### config.mk
export PLATFORM = sky130hd
export DESIGN_NAME = uart_byte_tx
export DESIGN_NICKNAME = d
export VERILOG_FILES = /design/src/rtl/uart_pkg.sv /design/src/rtl/uart_baud_gen.sv /design/src/rtl/uart_byte_tx.sv
export SDC_FILE = /design/constraint.sdc
export NUM_CORES = 1
export LEC_CHECK = 0
export BUFFER_PORTS_ARGS = -buffer_cell sky130_fd_sc_hd__buf_4
export CAP_MARGIN = 20
export CORE_AREA = 10 10 70 72
export CTS_CLUSTER_DIAMETER = 150
export DETAILED_ROUTE_END_ITERATION = 16
export DIE_AREA = 0 0 80 82
export GPL_ROUTABILITY_DRIVEN = 0
export PLACE_DENSITY = 0.8
export SLEW_MARGIN = 40
export SYNTH_ARGS = -nofsm -noshare
export SYNTH_HDL_FRONTEND = slang
export SYNTH_HIERARCHICAL = 1
export SYNTH_SLANG_ARGS = --single-unit
export TNS_END_PERCENT = 100
### constraint.sdc
create_clock -name clk -period 2.9 [get_ports clk]
set_clock_uncertainty 0.15 [all_clocks]
set_input_delay 0.29 -clock clk [delete_from_list [all_inputs] [get_ports clk]]
set_output_delay 0.29 -clock clk [all_outputs]
set_load 0.1 [all_outputs]
### src/rtl/uart_pkg.sv
// -----------------------------------------------------------------------------
// uart_pkg
// Shared types and constants for the UART byte transmitter.
//   uart_tx_state_t : transmit FSM state encoding
//   UART_DATA_BITS  : payload bits per frame
//   UART_FRAME_BITS : start + data + stop bits per frame
// -----------------------------------------------------------------------------
package uart_pkg;

  typedef enum logic [1:0] {
    IDLE  = 2'd0,
    START = 2'd1,
    DATA  = 2'd2,
    STOP  = 2'd3
  } uart_tx_state_t;

  localparam int unsigned UART_DATA_BITS  = 8;
  localparam int unsigned UART_FRAME_BITS = 10;

endpackage

### src/rtl/uart_baud_gen.sv
// -----------------------------------------------------------------------------
// uart_baud_gen
// Bit-period timer. Counts 0..CLKS_PER_BIT-1 while run is high and is held at
// 0 while run is low, so every frame starts on a fresh bit period.
//   clk     : system clock, rising edge
//   rst     : asynchronous reset, active low
//   run     : timer enable (frame in progress)
//   bit_end : high on the last cycle of each bit period
//   bit_pre : high on the cycle before the last one; lets the parent register
//             a pulse that lines up exactly with bit_end
// -----------------------------------------------------------------------------
module uart_baud_gen
  import uart_pkg::*;
#(
  parameter int unsigned CLKS_PER_BIT = 434
) (
  input  logic clk,
  input  logic rst,
  input  logic run,
  output logic bit_end,
  output logic bit_pre
);

  localparam int unsigned CNT_W = (CLKS_PER_BIT < 2) ? 1 : $clog2(CLKS_PER_BIT);
  localparam logic [CNT_W-1:0] CNT_LAST =
    CNT_W'((CLKS_PER_BIT < 2) ? 0 : CLKS_PER_BIT - 1);
  localparam logic [CNT_W-1:0] CNT_PRE =
    CNT_W'((CLKS_PER_BIT < 2) ? 0 : CLKS_PER_BIT - 2);

  if (CLKS_PER_BIT < 2) begin : g_bad_clks_per_bit
    $error("uart_baud_gen: CLKS_PER_BIT must be >= 2");
  end

  logic [CNT_W-1:0] cnt_q, cnt_d;

  always_comb begin
    // NOTE: assign a default before any branch so no path leaves cnt_d
    // unassigned; otherwise synthesis infers a latch.
    cnt_d = cnt_q;
    if (!run || cnt_q == CNT_LAST) begin
      cnt_d = '0;
    end else begin
      cnt_d = cnt_q + CNT_W'(1);
    end
  end

  // NOTE: sequential state uses non-blocking assignment so every flop samples
  // the pre-edge values, independent of statement order.
  always_ff @(posedge clk or negedge rst) begin
    if (!rst) begin
      cnt_q <= '0;
    end else begin
      cnt_q <= cnt_d;
    end
  end

  assign bit_end = run && (cnt_q == CNT_LAST);
  assign bit_pre = run && (cnt_q == CNT_PRE);

endmodule

### src/rtl/uart_byte_tx.sv
// -----------------------------------------------------------------------------
// uart_byte_tx
// 8N1 UART transmitter with a one-byte holding register so the upstream word
// splitter can queue the next byte while the current one shifts out. A byte
// held before the last stop-bit cycle goes out back-to-back with no idle gap.
//   clk      : system clock, rising edge
//   rst      : asynchronous reset, active low
//   data_in  : byte to send, sampled when enable && ready
//   enable   : byte-valid strobe
//   ready    : holding register empty
//   tx       : serial line, idle high
//   busy     : frame in progress
//   done     : one-cycle pulse on the last cycle of each stop bit
//   overrun  : one-cycle pulse after a strobe that arrived while not ready
// All outputs come straight from flops.
// -----------------------------------------------------------------------------
module uart_byte_tx
  import uart_pkg::*;
#(
  parameter int unsigned CLKS_PER_BIT = 434
) (
  input  logic       clk,
  input  logic       rst,
  input  logic [7:0] data_in,
  input  logic       enable,
  output logic       ready,
  output logic       tx,
  output logic       busy,
  output logic       done,
  output logic       overrun
);

  localparam int unsigned IDX_W = $clog2(UART_DATA_BITS);
  localparam logic [IDX_W-1:0] IDX_LAST = IDX_W'(UART_DATA_BITS - 1);

  uart_tx_state_t   state_q, state_d;
  logic [7:0]       hold_q, hold_d;
  logic             hold_full_q, hold_full_d;
  logic [7:0]       shift_q, shift_d;
  logic [IDX_W-1:0] idx_q, idx_d;
  logic             tx_q, tx_d;
  logic             busy_q, busy_d;
  logic             done_q, done_d;
  logic             overrun_q, overrun_d;

  logic load;     // move hold register into the shifter this cycle
  logic accept;   // take data_in into the hold register this cycle
  logic run;
  logic bit_end;
  logic bit_pre;

  assign run = (state_q != IDLE);

  uart_baud_gen #(
    .CLKS_PER_BIT(CLKS_PER_BIT)
  ) u_baud_gen (
    .clk    (clk),
    .rst    (rst),
    .run    (run),
    .bit_end(bit_end),
    .bit_pre(bit_pre)
  );

  // State register
  always_ff @(posedge clk or negedge rst) begin
    if (!rst) begin
      // NOTE: the data registers are reset along with the control flags so a
      // mid-frame reset leaves nothing stale that could leak into a later frame.
      state_q     <= IDLE;
      hold_q      <= '0;
      hold_full_q <= 1'b0;
      shift_q     <= '0;
      idx_q       <= '0;
      tx_q        <= 1'b1;
      busy_q      <= 1'b0;
      done_q      <= 1'b0;
      overrun_q   <= 1'b0;
    end else begin
      state_q     <= state_d;
      hold_q      <= hold_d;
      hold_full_q <= hold_full_d;
      shift_q     <= shift_d;
      idx_q       <= idx_d;
      tx_q        <= tx_d;
      busy_q      <= busy_d;
      done_q      <= done_d;
      overrun_q   <= overrun_d;
    end
  end

  // Next-state logic: FSM, shifter and holding register
  always_comb begin
    state_d = state_q;
    shift_d = shift_q;
    idx_d   = idx_q;
    load    = 1'b0;

    unique case (state_q)
      IDLE: begin
        if (hold_full_q) begin
          load    = 1'b1;
          state_d = START;
        end
      end
      START: begin
        if (bit_end) begin
          state_d = DATA;
          idx_d   = '0;
        end
      end
      DATA: begin
        if (bit_end) begin
          shift_d = shift_q >> 1;
          if (idx_q == IDX_LAST) begin
            state_d = STOP;
          end else begin
            idx_d = idx_q + IDX_W'(1);
          end
        end
      end
      STOP: begin
        if (bit_end) begin
          // A queued byte chains straight into its start bit.
          if (hold_full_q) begin
            load    = 1'b1;
            state_d = START;
          end else begin
            state_d = IDLE;
          end
        end
      end
      default: state_d = IDLE;
    endcase

    if (load) begin
      shift_d = hold_q;
    end

    // accept and load are exclusive: load needs hold_full_q, accept needs !hold_full_q.
    accept      = enable && !hold_full_q;
    hold_d      = hold_q;
    hold_full_d = hold_full_q;
    if (accept) begin
      hold_d      = data_in;
      hold_full_d = 1'b1;
    end else if (load) begin
      hold_full_d = 1'b0;
    end
  end

  // Output logic: registered outputs are computed from the next state so they
  // change on the same edge as the FSM.
  always_comb begin
    unique case (state_d)
      START:   tx_d = 1'b0;
      DATA:    tx_d = shift_d[0];
      default: tx_d = 1'b1;
    endcase
    busy_d    = (state_d != IDLE);
    // Registered one cycle ahead so the pulse coincides with the last stop cycle.
    done_d    = (state_q == STOP) && bit_pre;
    overrun_d = enable && hold_full_q;
  end

  assign ready   = !hold_full_q;
  assign tx      = tx_q;
  assign busy    = busy_q;
  assign done    = done_q;
  assign overrun = overrun_q;

endmodule
* After elaboration in Yosys (flattened, before gate mapping)
Cells that the tools add are included.
Storage, ports and cells: bits in registers 35, input port bits 11, output and inout bits 5, word-level logic and storage cells 62
Cells by class: $add $sub $neg 2, eq/ne operators 11, muxes and demuxes 21, reduce and logical (&&, ||, !) cells 17
Operators by type and width (count):
- $mux W8 | 3
- $eq A9 B9 Y1 const B | 2
- $reduce_bool A2 Y1 | 6
- $mux W2 | 5
- $add A9 B1 Y9 const B | 1
- $mux W3 | 3
- $mux W9 | 1
- $pmux W2 S4 | 1
- $eq A2 B2 Y1 const B | 3
- $ne A2 B2 Y1 const B | 3
- $pmux W3 S2 | 1
- $logic_and A1 B1 Y1 | 5
- $mux W1 | 5
- $eq A2 B1 Y1 const B | 2
- $pmux W1 S2 | 2
- $reduce_and A4 Y1 | 1
- $add A3 B1 Y3 const B | 1
- $eq A3 B3 Y1 const B | 1
- $logic_not A1 Y1 | 2
- $logic_not A2 Y1 | 1
- $reduce_and A2 Y1 | 1
- $logic_or A1 B1 Y1 | 1

* Longest topological paths before layout
depth in word-level cells 6, mapped depth 10, gate-level depth less buffers 9

* Cells and area by module
Netlist, hierarchy kept.
By module, submodules not included:
- uart_byte_tx | instances 1, cells an instance 106, area each 1257.5 um2, sequential area each 651.9 um2
- uart_baud_gen | instances 1, cells an instance 49, area each 483.0 um2, sequential area each 225.2 um2

* Worst setup path before layout
Ideal clock, no wire load.
path kind reg-to-reg, from register u_baud_gen.cnt_q[6], to register tx_q (netlist: tx), setup time 0.091 ns, arrival 1.949 ns, required time 2.659 ns, slack 0.711 ns, stages on the path, launching flop included 9, path buffers 1, period minus slack after synthesis 2.189 ns, path through dfrtp_1 nand4b_1 nor3_1 and3_1 buf_2 a21oi_4 o32a_1 a2111oi_2 mux2i_1
Between the ends: longest elaborated chain between the ends 6, elaborated cells on any way between the ends 14, classes of those cells eq/ne: 3; mux: 10; reduce/logical: 1
RTL lines:
- start, declared | RTL line uart_baud_gen.sv:34 | logic [CNT_W-1:0] cnt_q, cnt_d;
- start signal, assigned | RTL line uart_baud_gen.sv:53 | cnt_q <= cnt_d;
- $eq A9 B9 Y1 (*) | RTL line uart_baud_gen.sv:57 | assign bit_end = run && (cnt_q == CNT_LAST);
- $logic_and A1 B1 Y1 (*) | RTL line uart_baud_gen.sv:57
- net bit_end | RTL line uart_byte_tx.sv:49 | logic bit_end;
- $mux W2, or another cell as far along | RTL line uart_byte_tx.sv:122 | if (bit_end) begin
- $pmux W2 S4, or another cell as far along | RTL line uart_byte_tx.sv:98 | unique case (state_q)
- $eq A2 B2 Y1, or another cell as far along | RTL line uart_byte_tx.sv:154 | unique case (state_d)
- $pmux W1 S2 (*) | RTL line uart_byte_tx.sv:154
- net tx_d | RTL line uart_byte_tx.sv:41 | logic tx_q, tx_d;
- end signal, assigned | RTL line uart_byte_tx.sv:84 | tx_q <= tx_d;
- end, declared | RTL line uart_byte_tx.sv:41
The timed path passes the listed nets; every way through them passes the cells marked *. The select of a mux whose other input is x is not followed. A chain may end at the register's enable or synchronous reset.

* Final worst setup path
Ends and elaborated chain as after synthesis.

==> impl_metrics.env <==
export IMPL_grt_pass1_vias=1256
export IMPL_post_cts_resize_count=0
export IMPL_synth_top_area_share_pct=48.9
export IMPL_relSlewSlack_pct=62.9
export IMPL_antenna_found_initial=0
export IMPL_cts_clk_slew_worst_paths_ps=100
export IMPL_wl_mm=3.03
export IMPL_final_area_mm2=0.00197
export IMPL_p_int_mw=1.00
export IMPL_synth_main_ff_cell="dfrtp_1"
export IMPL_slew_viol_final=0
export IMPL_tightest_slew_ps=555
export IMPL_syn_to_final_growth_pct=13.1
export IMPL_clockPowerShare_pct=14.7
export IMPL_outcome="finished, final reports clean"
export IMPL_dpl_hpwl_mm=2.30
export IMPL_hold_ws_ps=34.3
export IMPL_worstHoldStart="data_in[4]"
export IMPL_die_x_um=80
export IMPL_root_buffer="clkbuf_4"
export IMPL_timing_rr_start="u_baud_gen/cnt_q[6]"
export IMPL_setup_viol=0
export IMPL_maxCapViolCount=0
export IMPL_fill_cells=311
export IMPL_die_area_mm2=0.00656
export IMPL_hold_violations=0
export IMPL_cts_tree="done"
export IMPL_multi_input_area_um2=803
export IMPL_pin_count=16
export IMPL_max_freq_ghz=0.406
export IMPL_p_leak_nw=0.956
export IMPL_synthTopCellsByCount="dfrtp_1 (34), o21ai_0 (12), nand2_1 (11)"
export IMPL_chipHeight_um=82
export IMPL_first_pass_iters=4
export IMPL_cp_arrival_ps=2570
export IMPL_placed_cell_area_mm2=0.00189
export IMPL_rsz0062_at_grt="false"
export IMPL_yosys_area_top_type="dfrtp_1"
export IMPL_layout_min_cycle_time_ps=2460
export IMPL_wl_per_cell_um=13.5
export IMPL_ys_seq_area_share_pct=50.4
export IMPL_ys_ff_latch=35
export IMPL_startpoint="u_baud_gen/cnt_q[6]"
export IMPL_async_flop_share_pct=100
export IMPL_max_vdd_ir_drop_v=0.000563
export IMPL_p_sw_share_pct=41.3
export IMPL_n_antenna_cell=0
export IMPL_critPathMaxFanout=10
export IMPL_post_cts_setup_buffers=0
export IMPL_required_ps=3010
export IMPL_gr_total_overflow=0
export IMPL_ctsHoldBuffers=1
export IMPL_h_tree_depth=2
export IMPL_critPathKind="register to register"
export IMPL_final_nets=196
export IMPL_grt_pass1_wl_mm=5.41
export IMPL_synth_area_leaders="dfrtp_1 (49%), ha_1 (7.2%), mux2_2 (5.8%)"
export IMPL_vias_per_cell=5.39
export IMPL_final_setup_tns_ps=0
export IMPL_dr_first_iter_drc_count=98
export IMPL_cts_buffer_depth=2
export IMPL_initial_core_util_pct=48.6
export IMPL_synth_cell_types=37
export IMPL_p_per_area_mw_per_mm2=869
export IMPL_crit_path_end_kind="register"
export IMPL_cp_start_kind="register"
export IMPL_clock_latency_ps=330
export IMPL_placement_io_buffers=15
export IMPL_ant_nets=0
export IMPL_grt_util_all_layers_pct=10.4
export IMPL_syn_inst=155
export IMPL_p_switching_mw=0.706
export IMPL_synth_most_common_cell="dfrtp_1"
export IMPL_syn_nets=176
export IMPL_final_layout_size_suffix_gt1_share_pct=23.3
export IMPL_yosys_warnings=6
export IMPL_syn_area_mm2=0.00174
export IMPL_combPwrFrac_pct=41.2
export IMPL_clkSinkCount=35
export IMPL_pwr_share_seq_pct=44.2
export IMPL_seq_area_um2=877
export IMPL_cts_buffers=5
export IMPL_synth_edf_count=0
export IMPL_period_share_pct=84.9
export IMPL_num_rows=22
export IMPL_core_area_mm2=0.00358
export IMPL_drcViolationCount=0
export IMPL_via_count=1207
export IMPL_holdCritPathClass="input port to register"
export IMPL_syn_area_per_cell_um2=11.2
export IMPL_grt_max_degree=36
per-stage QoR:
step / worst slack [ps] / power (mW) / std cells / util, %
2_1_floorplan: 711 / 1.32 / 155 / -
3_3_place_gp: 556 / 1.43 / 214 / 52.9
4_1_cts: 429 / 1.73 / 223 / 54.7
6_report: 438 / 1.71 / 224 / 55.0
3_5_place_dp: 444 / 1.48 / 214 / 52.9
5_1_grt: 294 / 1.84 / 224 / 55.0
state kept, by name, summed over array words and instances (netlist names):
register,flops
hold_q,8
overrun,1
hold_full_q,1
state_q,2
shift_q,8
idx_q,3
done,1
tx,1
u_baud_gen/cnt_q,9
busy,1
final cells by class:
type | instances | area share [%]
clock inverter | 2 | 0.636
inverter | 11 | 2.10
timing repair buffer | 17 | 6.74
clock buffer | 6 | 2.10
multi-input combinational | 105 | 40.8
sequential | 35 | 44.6
tap | 48 | 3.05
power by group through the flow:
stage,Clock (mW),Sequential [mW],Combinational (mW)
2_1_floorplan,0,0.871,0.447
3_3_place_gp,0,0.756,0.677
3_5_place_dp,0,0.765,0.712
4_1_cts,0.258,0.756,0.714
5_1_grt,0.289,0.777,0.778
6_report,0.251,0.755,0.705
routing by layer:
layer  vias up  track usage [%]  share of wire (%)
met5         -                0                  0
met4         0             3.70                1.3
met3         5             5.13                5.9
met2        21             18.5                 52
met1       603             10.2                 41
li1        578                -                  -
critical path, stage by stage (launching register included):
cell	delay (ps)
dfrtp_1	430
nand4b_1	270
nor3_1	250
and3_1	390
a21oi_4	110
o32a_1	330
a2111oi_2	330
mux2i_1	120
cells in the final DEF (no fill, tap or decap), drive strengths merged, types with 2 or more instances in the layout:
| cell type | n |
|---|---|
| dfrtp | 34 |
| buf | 15 |
| o21ai | 12 |
| nand2 | 11 |
| inv | 11 |
| nor2 | 10 |
| ha | 10 |
| mux2 | 9 |
| mux2i | 8 |
| a21oi | 8 |
| clkbuf | 6 |
| a22o | 5 |
| or3 | 4 |
| and3 | 4 |
| nand3 | 3 |
| nand4b | 2 |
| dlygate4sd3 | 2 |
| nand4 | 2 |
| xnor2 | 2 |
| nor3 | 2 |
| and2 | 2 |
kinds of logic (layout without fill, tap and decap cells):
group	count (synthesis)	after routing	synth area share, %
compound gates	32	32	13.7
xor+xnor	3	3	1.51
fa+ha+maj	10	10	7.19
buf+inv	15	36	3.45
flops	35	35	50.4
mux	17	17	10.4
simple gates	43	43	13.3
path summary, 6_finish.rpt:
check / endpoint / slack, ps / cells after the start
worst max-delay path: tx / 440 / 7
worst min-delay path: hold_q[4] / 30 / 2
worst max register to register: tx / 440 / 7
worst min register to register: shift_q[2] / 340 / 2
max in group asynchronous: tx / 1980 / 2
min in group asynchronous: idx_q[0] / 270 / 2
Note: power is estimated with default switching activity, not from simulation.
